<file path="config.mk">
export PLATFORM = sky130hd
export DESIGN_NAME = phase_exec_flat
export DESIGN_NICKNAME = d
export VERILOG_FILES = /design/src/rtl/phase_exec_pkg.sv /design/src/rtl/phase_exec_if.sv /design/src/rtl/phase_exec_alu.sv /design/src/rtl/phase_exec.sv /design/src/flat_wrapper.sv
export SDC_FILE = /design/constraint.sdc
export NUM_CORES = 1
export LEC_CHECK = 0
export ABC_AREA = 1
export CAP_MARGIN = 20
export CORE_MARGIN = 2
export CORE_UTILIZATION = 40
export DETAILED_ROUTE_END_ITERATION = 10
export PLACE_DENSITY = 0.62
export SLEW_MARGIN = 15
export SYNTH_ARGS = -nofsm -noshare
export SYNTH_HDL_FRONTEND = slang
export SYNTH_SLANG_ARGS = --single-unit
</file>
<file path="constraint.sdc">
create_clock -name clk -period 2.55 [get_ports clk]
set_input_delay 0.255 -clock clk [delete_from_list [all_inputs] [get_ports clk]]
set_output_delay 0.255 -clock clk [all_outputs]
set_load 0.005 [all_outputs]
</file>
<file path="src/rtl/phase_exec_pkg.sv">
// phase_exec_pkg: shared widths, opcode and FSM state encodings for phase_exec.
package phase_exec_pkg;
    localparam int DATA_W  = 8;
    localparam int INSTR_W = 12;
    localparam int NREGS   = 4;
    localparam int IMM_W   = 5;

    typedef enum logic [2:0] {
        OP_NOP = 3'b000,
        OP_ADD = 3'b001,
        OP_SUB = 3'b010,
        OP_AND = 3'b011,
        OP_OR  = 3'b100,
        OP_XOR = 3'b101,
        OP_LDI = 3'b110,
        OP_SHL = 3'b111
    } op_e;

    // Encoding order matters: state N waits for phase strobe N+1.
    typedef enum logic [1:0] {
        IDLE = 2'd0,
        DEC  = 2'd1,
        EXE  = 2'd2,
        WB   = 2'd3
    } state_e;
endpackage

</file>
<file path="src/rtl/phase_exec_if.sv">
// phase_exec_if: phase strobes, instruction offer and writeback/status report.
interface phase_exec_if;
    import phase_exec_pkg::*;
    logic               ph1, ph2, ph3, ph4;
    logic               instr_valid;
    logic [INSTR_W-1:0] instr;
    logic               instr_ready;
    logic               wb_valid;
    logic [1:0]         wb_addr;
    logic [DATA_W-1:0]  wb_data;
    logic               zero, carry, phase_err;
    logic [7:0]         instr_count;

    modport master (
        output ph1, ph2, ph3, ph4, instr_valid, instr,
        input  instr_ready, wb_valid, wb_addr, wb_data, zero, carry, phase_err, instr_count
    );
    modport slave (
        input  ph1, ph2, ph3, ph4, instr_valid, instr,
        output instr_ready, wb_valid, wb_addr, wb_data, zero, carry, phase_err, instr_count
    );
endinterface

</file>
<file path="src/rtl/phase_exec_alu.sv">
// phase_exec_alu: combinational 8-bit ALU producing result, carry/borrow and zero.
module phase_exec_alu
    import phase_exec_pkg::*;
(
    input  op_e               op,
    input  logic [DATA_W-1:0] a,
    input  logic [DATA_W-1:0] b,
    input  logic [IMM_W-1:0]  imm,
    output logic [DATA_W-1:0] result,
    output logic              carry,
    output logic              zero
);
    logic [DATA_W:0] sum, diff;
    assign sum  = {1'b0, a} + {1'b0, b};
    assign diff = {1'b0, a} - {1'b0, b};
    always_comb begin
        result = '0;
        carry  = 1'b0;
        case (op)
            OP_ADD:  {carry, result} = sum;
            OP_SUB:  {carry, result} = diff;
            OP_AND:  result = a & b;
            OP_OR:   result = a | b;
            OP_XOR:  result = a ^ b;
            OP_LDI:  result = {{(DATA_W - IMM_W){1'b0}}, imm};
            OP_SHL:  {carry, result} = {a, 1'b0};
            default: result = '0;
        endcase
    end
    assign zero = (result == '0);
endmodule

</file>
<file path="src/rtl/phase_exec.sv">
// phase_exec: four-phase sequenced register machine (fetch/decode/execute/writeback).
module phase_exec
    import phase_exec_pkg::*;
(
    input logic         clk,
    input logic         reset,
    phase_exec_if.slave bus
);
    logic [3:0]         ph;
    logic               one, hit, wrong, accept, advance, wb_go, fire;
    state_e             state, state_n;
    logic [INSTR_W-1:0] ir;
    logic [DATA_W-1:0]  regs [NREGS];
    logic [DATA_W-1:0]  a_q, b_q, res_q, alu_res, wb_data_q;
    logic [1:0]         wb_addr_q, rd, rs;
    logic               c_q, z_q, alu_c, alu_z, zero_q, carry_q, err_q;
    logic [7:0]         cnt_q;
    op_e                op;

    assign ph = {bus.ph4, bus.ph3, bus.ph2, bus.ph1};
    assign one = $onehot(ph);
    assign op = op_e'(ir[11:9]);
    assign rd = ir[8:7];
    assign rs = ir[6:5];

    // Outside IDLE a lone wrong strobe aborts; more than one strobe aborts anywhere.
    always_comb begin
        hit     = one && ph[state];
        wrong   = (ph != 4'b0 && !one) || (one && !ph[state] && state != IDLE);
        accept  = hit && state == IDLE && bus.instr_valid;
        advance = hit && (state != IDLE || bus.instr_valid);
        wb_go   = hit && state == WB;
        fire    = wb_go && op != OP_NOP;
        state_n = wrong ? IDLE : advance ? state_e'(state + 2'd1) : state;
    end

    always_ff @(posedge clk or posedge reset)
        if (reset) state <= IDLE;
        else       state <= state_n;

    phase_exec_alu alu (
        .op(op), .a(a_q), .b(b_q), .imm(ir[4:0]),
        .result(alu_res), .carry(alu_c), .zero(alu_z)
    );

    always_ff @(posedge clk or posedge reset) begin
        if (reset) begin
            for (int i = 0; i < NREGS; i++) regs[i] <= '0;
            ir        <= '0;
            a_q       <= '0;
            b_q       <= '0;
            res_q     <= '0;
            c_q       <= 1'b0;
            z_q       <= 1'b0;
            zero_q    <= 1'b0;
            carry_q   <= 1'b0;
            err_q     <= 1'b0;
            cnt_q     <= '0;
            wb_addr_q <= '0;
            wb_data_q <= '0;
        end else begin
            if (wrong) err_q <= 1'b1;
            if (accept) ir <= bus.instr;
            if (hit && state == DEC) begin
                a_q <= regs[rd];
                b_q <= regs[rs];
            end
            if (hit && state == EXE) begin
                res_q <= alu_res;
                c_q   <= alu_c;
                z_q   <= alu_z;
            end
            if (wb_go) cnt_q <= cnt_q + 8'd1;
            if (fire) begin
                regs[rd]  <= res_q;
                wb_addr_q <= rd;
                wb_data_q <= res_q;
                zero_q    <= z_q;
                carry_q   <= c_q;
            end
        end
    end

    assign bus.instr_ready = accept && !reset;
    assign bus.wb_valid    = fire;
    assign bus.wb_addr     = fire ? rd : wb_addr_q;
    assign bus.wb_data     = fire ? res_q : wb_data_q;
    assign bus.zero        = zero_q;
    assign bus.carry       = carry_q;
    assign bus.phase_err   = err_q;
    assign bus.instr_count = cnt_q;
endmodule

</file>
<file path="src/flat_wrapper.sv">
// flat-port wrapper written by rule: the top's interface ports become plain ports
module phase_exec_flat import phase_exec_pkg::*;
  (clk, reset, bus_ph1, bus_ph2, bus_ph3, bus_ph4, bus_instr_valid, bus_instr, bus_instr_ready, bus_wb_valid, bus_wb_addr, bus_wb_data, bus_zero, bus_carry, bus_phase_err, bus_instr_count);
  phase_exec_if bus_i ();
  input logic clk;
  input logic reset;
  input wire logic [$bits(bus_i.ph1)-1:0] bus_ph1;
  input wire logic [$bits(bus_i.ph2)-1:0] bus_ph2;
  input wire logic [$bits(bus_i.ph3)-1:0] bus_ph3;
  input wire logic [$bits(bus_i.ph4)-1:0] bus_ph4;
  input wire logic [$bits(bus_i.instr_valid)-1:0] bus_instr_valid;
  input wire logic [$bits(bus_i.instr)-1:0] bus_instr;
  output wire logic [$bits(bus_i.instr_ready)-1:0] bus_instr_ready;
  output wire logic [$bits(bus_i.wb_valid)-1:0] bus_wb_valid;
  output wire logic [$bits(bus_i.wb_addr)-1:0] bus_wb_addr;
  output wire logic [$bits(bus_i.wb_data)-1:0] bus_wb_data;
  output wire logic [$bits(bus_i.zero)-1:0] bus_zero;
  output wire logic [$bits(bus_i.carry)-1:0] bus_carry;
  output wire logic [$bits(bus_i.phase_err)-1:0] bus_phase_err;
  output wire logic [$bits(bus_i.instr_count)-1:0] bus_instr_count;
  assign bus_i.ph1 = bus_ph1;
  assign bus_i.ph2 = bus_ph2;
  assign bus_i.ph3 = bus_ph3;
  assign bus_i.ph4 = bus_ph4;
  assign bus_i.instr_valid = bus_instr_valid;
  assign bus_i.instr = bus_instr;
  assign bus_instr_ready = bus_i.instr_ready;
  assign bus_wb_valid = bus_i.wb_valid;
  assign bus_wb_addr = bus_i.wb_addr;
  assign bus_wb_data = bus_i.wb_data;
  assign bus_zero = bus_i.zero;
  assign bus_carry = bus_i.carry;
  assign bus_phase_err = bus_i.phase_err;
  assign bus_instr_count = bus_i.instr_count;
  phase_exec u_core (.clk(clk), .reset(reset), .bus(bus_i));
endmodule
</file>
==> impl_summary.md <==
Detailed routing
The number of optimization iterations in the first detailed-route pass is 4. The routed length per instance is 14.8 um. The number of antenna-violating nets in the routed design is 0. The DRC violation total after the first TritonRoute iteration is 320. The detailed-route vias per instance is 5.07. The number of DRC violations after detailed routing is 0.

The total wire length is 14300 um. The detailed router placed 4899 vias in this run.

Timing
Based on the critical path, the design can be clocked at up to 381 MHz. The transition at the pin with the smallest max-transition slack is 676 ps. The relative slew slack is 0.549. Setup violations remaining at the end of the flow were counted as 11. Setup repair after global routing could not meet its margin everywhere. For the final routed database, the setup TNS stands at -263 ps. Hold is met by 406 ps.

The hold violation count in the final report was 0. The final critical delay including setup and external delays is 2620 ps. The total count of max-transition violations in the final report is 0.

On the final layout, the worst clock skew is 5.33 ps. In the post-route analysis, the smallest setup slack over all paths is -72.8 ps. The final period utilization is 1.03.

Layout
The share of final-layout standard cells stronger than drive strength 1 is 0.187. The repair_antennas step left the layout with diodes totalling 0. The final layout net count is 839. The final cell area excluding filler cells is 7050 um2. From synthesis to final layout, the design area changed by 26.7%.

Global route
The maximum number of pins on one net before global-route repair is 67. Global routing finished with a remaining overflow of 0. The all-layer global routing usage is 0.207. The number of antenna violations at the first check in global routing is 0. The via count of the first global-routing pass is 4907. The first global-routing pass estimated 24200 um of wire.

Synth
The most frequently used flop master after synthesis is sky130_fd_sc_hd__dfrtp_1. In the post-synthesis netlist, the biggest area contributors are sky130_fd_sc_hd__dfrtp_1 42%, sky130_fd_sc_hd__nand2_1 9.0%, sky130_fd_sc_hd__ha_1 7.9%. Counting every net in the synthesized netlist gives 766.

The number of warnings reported in the yosys synthesis log is 0. The number of different library cells in the post-synthesis netlist is 36. Summed over all instances, the cell type with the most area after synthesis is sky130_fd_sc_hd__dfrtp_1.

In this run, synthesis inferred 0 flip-flops with an integrated enable. The share of synthesized flip-flops with an asynchronous set or reset is 1.00. Summing every instance area after synthesis gives 5560 um2. The post-synthesis average cell area is 7.85 um2. The register area share after synthesis is 0.418.

In the synthesized netlist, the number of instances is 709. The synthesis-stage register bit count is 93. The share of synthesized area in the top cell type comes to 0.418.

Place
Buffers placed on the I/O ports in this run total 41. After detailed placement, the total cell area comes to 6270 um2. The worst slack after detailed placement is -983 ps. Routability-driven placement finished with a final weighted congestion of 0.910. The wire-length estimate of the detail-placed layout is 10100 um.

Setup path
The slowest stage of the critical path belongs to the cell sky130_fd_sc_hd__fa_1. The buffers plus inverters on the worst setup path is 5. For the worst setup path, the data required time is 2300 ps. Data arrives at the worst endpoint at 2370 ps. The signal on the critical path passes through buf_8 -> inv_6 -> ha_4 -> ha_4 -> fa_1 -> nor3b_4 -> nand3_4 -> nor2_8 -> buf_12 -> nand2_8 -> buf_6 -> nand2_2 -> o21ai_2 -> buf_2. The worst setup path is launched from an input pin. Of all nets on the critical path, the largest fanout is 7. In this design, the stage delay of the slowest critical-path cell is 480 ps. By instance count, the cell type seen most on the critical path is sky130_fd_sc_hd__ha_4. For the worst flop-to-flop path, the logic depth is 12.

The worst register-to-register path ends at u_core.bus.carry. The critical path is of the in2out type. The startpoint identified for the worst register-to-register timing path is u_core.ir[9]. In this design, the largest share of critical-path delay is due to adder cells. The setup check on the worst reg-to-reg path leaves a slack of 320 ps. STA classifies the critical path endpoint as an output pin.

Die
42 I/O pins were placed. The die outline area is 14900 um2. The number of standard-cell rows in the floorplan is 43. For this configuration, the core starts out at a cell density of 0.405.

The height of the die is 122 um. The x dimension of the die is 122 um. The total area inside the core boundary comes to 13700 um2.

Power and ir drop
The static leakage is 3.42 nW. The sum of internal, switching and leakage power is 6.62 mW. Across the VDD grid, the largest voltage drop is 0.000701 V.

For this design the ratio of total power to cell area is 939 nW/um2.

Flow run
The max-capacitance violation count is 0.

Clocking
The H-tree was split into 3 levels. Counting every sink on the clock net gives 93. After clock tree synthesis, the clock-pin slew on the worst setup and hold paths is 60 ps.

The cell at the root of the clock tree is sky130_fd_sc_hd__clkbuf_16. The clock insertion delay at the later pin of the skew report is 350 ps. TritonCTS built the clock tree. No sink is reached through more buffers than the 2 on the longest clock path.

Buffers inserted during clock tree synthesis total 9.

Worst hold path
The min-delay analysis places its worst path in the category in2async.

Run status
The flow ran to the end, but the final reports show violations. The final reports fail on negative setup slack.
[metal layers]
layer	wire [um]	up-vias	global-route usage
li1	-	2473	-
met5	0	-	0
met2	7010	102	0.343
met4	265	0	0.0726
met1	6520	2305	0.271
met3	507	19	0.0389
[final cells by class]
class / count / area, um2
clock buffer: 11 / 233
clock inverter: 5 / 36.3
fill: 1286 / 6670
inverter: 89 / 360
multi-input combinational: 502 / 3040
sequential: 93 / 2330
tap: 180 / 225
timing repair buffer: 87 / 830
[cell usage after synthesis (all sizes together) (2+ instances only)]
cell and number:
a21oi 51, mux2 3, nand4 12, nand3 47, nor2 83, o21ai 108, xnor2 4, inv 88
ha 35, nor3 2, dfrtp 93, nand2 135, xor2 2, o22ai 5, fa 3, buf 16
clkbuf 14
[registers in the layout, indices dropped and copies added (netlist names)]
name                    flops
u_core.bus.phase_err        1
u_core.ir                  12
u_core.bus.instr_count      8
u_core.res_q                8
u_core.bus.zero             1
u_core.state                2
u_core.regs                32
u_core.wb_addr_q            2
u_core.b_q                  8
u_core.bus.carry            1
u_core.c_q                  1
u_core.wb_data_q            8
u_core.z_q                  1
u_core.a_q                  8
[logic make-up (layout without fill, tap and decap cells)]
kind of cell             Yosys count  in the layout  synth area share
multiplexers                       3              3           0.00607
adder cells (fa/ha/maj)           38             38            0.0895
buffers and inverters            119            192            0.0904
AO/OA/AOI/OAI                    168            168             0.159
XOR/XNOR                           6              6           0.00945
flip-flops                        93             93             0.418
AND/OR/NAND/NOR                  282            287             0.227
[worst reg2reg max path, delay by kind of cell, from the launching register on]
kind,cells,cell delay [ps]
and+or+nand+nor,5,820
buffers and inverters,7,820
DFF,1,480
[power by group]
part | internal, mW | switching [mW] | leakage, nW
combinational | 1.11 | 2.26 | 2.13
sequential | 1.74 | 0.263 | 1.17
clock | 0.663 | 0.573 | 0.122
total | 3.52 | 3.10 | 3.42
[what timing repair did]
item                       CTS  global route
buffers inserted            13             6
pin swaps                   11            11
setup endpoints to repair   93            46
gates cloned                 5             1
resized for setup          116            36
hold buffers                 0             0
[metrics by stage]
step	util	cells
3_3_place_gp	0.457	926
5_1_grt	0.514	967
4_1_cts	0.498	960
3_5_place_dp	0.457	926
2_1_floorplan	-	709
6_report	0.514	967
[layout by cell type (no fill, tap or decap), types with 3 or more instances in the layout]
cell type	count
sky130_fd_sc_hd__nand2_1	121
sky130_fd_sc_hd__dfrtp_1	93
sky130_fd_sc_hd__nor2_1	81
sky130_fd_sc_hd__inv_1	79
sky130_fd_sc_hd__o21ai_0	63
sky130_fd_sc_hd__a21oi_1	51
sky130_fd_sc_hd__nand3_1	41
sky130_fd_sc_hd__ha_1	32
sky130_fd_sc_hd__buf_4	32
sky130_fd_sc_hd__clkdlybuf4s50_1	25
sky130_fd_sc_hd__o21ai_2	20
sky130_fd_sc_hd__o21ai_1	19
sky130_fd_sc_hd__nand4_1	12
sky130_fd_sc_hd__buf_6	11
sky130_fd_sc_hd__buf_2	11
sky130_fd_sc_hd__nand2_2	10
sky130_fd_sc_hd__clkbuf_16	10
sky130_fd_sc_hd__nand3_4	9
sky130_fd_sc_hd__o21ai_4	6
sky130_fd_sc_hd__buf_12	6
sky130_fd_sc_hd__o22ai_1	5
sky130_fd_sc_hd__inv_2	4
sky130_fd_sc_hd__clkinvlp_4	4
sky130_fd_sc_hd__xnor2_1	4
sky130_fd_sc_hd__nand2_4	3
sky130_fd_sc_hd__mux2_2	3
sky130_fd_sc_hd__fa_1	3
sky130_fd_sc_hd__ha_4	3
[how the worst max path moves through the flow]
stage / start / to / slack (ps) / depth (start not counted)
6_report: bus_ph4 / bus_wb_data[3] / -70 / 14
5_1_grt: bus_ph4 / bus_wb_data[3] / -180 / 14
4_1_cts: bus_ph1 / bus_wb_data[3] / -100 / 14
3_5_place_dp: bus_ph3 / bus_wb_data[5] / -980 / 11
3_3_place_gp: bus_ph4 / bus_wb_data[5] / -910 / 13
2_1_floorplan: bus_ph4 / bus_wb_addr[0] / 10 / 10
(Power assumes the default switching activity.)
==> patch, RTL diff (same flow settings) <==
Make the reset (`reset`) synchronous in 2 clocked blocks.
--- a/src/rtl/phase_exec.sv
+++ b/src/rtl/phase_exec.sv
@@ -34,7 +34,7 @@
         state_n = wrong ? IDLE : advance ? state_e'(state + 2'd1) : state;
     end
 
-    always_ff @(posedge clk or posedge reset)
+    always_ff @(posedge clk)
         if (reset) state <= IDLE;
         else       state <= state_n;
 
@@ -43,7 +43,7 @@
         .result(alu_res), .carry(alu_c), .zero(alu_z)
     );
 
-    always_ff @(posedge clk or posedge reset) begin
+    always_ff @(posedge clk) begin
         if (reset) begin
             for (int i = 0; i < NREGS; i++) regs[i] <= '0;
             ir        <= '0;
Behaviour: differs if reset is asserted again (counterexample within 4 cycles, from zero or initial values and one cycle with reset high); with reset held inactive, the same outputs for 10 cycles.
==> patch against the original RTL <==
The flow still finishes with violations (setup timing); setup slack better by 36 ps; wire length is 3.4% higher; synthesized area increased by 0.20%; clock skew up 2.7 ps; final area decreased by 0.39%; non-clock buffer count up 28; sequential cell count unchanged; highest routed layer unchanged.
Power is not compared: it rests on default switching activity, and its combinational part moved more than twofold at a synthesized area within 25%.
==> patch: results <==
[outcome]
status = "finished, violations left"
violations = "setup timing"

[placement]
dp_cells = 960
hpwlAfterDp_um = 11090
gp_congestion = 0.8776
dpl_cell_area_um2 = 6501

[global_route]
grt_util_all_layers_pct = 21.28
grt_pass1_vias = 5028

[worst_setup_path]
cp-startpoint = "bus_ph2"
path_max_fanout = 8
r2r_start = "u_core.b_q[0]$_SDFFE_PP0P_"
regToRegSetupSlack_ps = 190
crit_end = "bus_wb_data[1]"

[layout]
nets = 865
nFillCells = 1292

[sta]
fin_setup_tns_ps = -204.4
setup_slack_ps = -37.17
whs_ps = 462.8
finalSetupViolCount = 9
clock_skew_ps = 8.041

[synth]
synth_edf_count = 32
ys.flop_type = "dfxtp_1"
synth_async_sr_flop_share_pct = 0
synth_nets = 774
ys_seq_area_share_pct = 39.15
syn_area_per_cell_um2 = 7.763
netlist_top_cells_area = "dfxtp_1, edfxtp_1, ha_1, nand2_1, inv_1"

[detailed_routing]
wl_met3_um = 577
wl_met1_um = 6719
## patch: cell types whose count changed after synthesis, sizes merged, moves of 6 or more
| cell | before | now |
|---|---|---|
| a211oi | 0 | 15 |
| nor3 | 2 | 13 |
| or2 | 1 | 8 |
| a31oi | 1 | 16 |
| nand3 | 47 | 38 |
| o211ai | 1 | 20 |
| nor2 | 83 | 89 |
| o21ai | 108 | 58 |
| nand2 | 135 | 115 |
| dfxtp | 0 | 61 |
| inv | 88 | 102 |
| dfrtp | 93 | 0 |
| edfxtp | 0 | 32 |
## patch: what timing repair did
item | 4_1_cts | 5_1_grt
pin swaps | 14 | 4
gates resized for setup | 77 | 9
setup endpoints to repair | 95 | 15
cloned | 1 | 0
buffers inserted | 17 | 3
## patch: critical path, cell delays in order
cell and delay, ps:
buf_8 100, inv_6 50, ha_4 200, ha_4 150, fa_1 420, nor2_1 110
nand2_1 80, inv_2 90, nand3_4 80, nor2_4 120, nand2_4 80, inv_8 90
buf_12 110, or2_1 110, inv_2 40, a21oi_2 100, buf_2 120
## patch: cell families (layout without fill, tap and decap cells)
family	count (synthesis)	count (layout)	synth area share, %
fa+ha+maj	37	37	8.709
compound gates	170	170	18.54
simple gates	280	280	23.08
buf+inv	137	233	10.37
flops	93	93	39.15
xor+xnor	1	1	0.1572
## patch: metal layers
metal | global-route usage (%) | vias to the layer above
met3 | 3.137 | 34
met2 | 35.06 | 131
met5 | 0 | -
li1 | - | 2576
met4 | 10.13 | 0
met1 | 27.42 | 2387
## patch: final cells by class
cell class / count / area share, %
clock buffer: 12 / 3.654
inverter: 102 / 5.667
timing repair buffer: 115 / 13.90
tap: 180 / 3.208
sequential: 93 / 31.08
multi-input combinational: 488 / 41.49
clock inverter: 4 / 0.9980
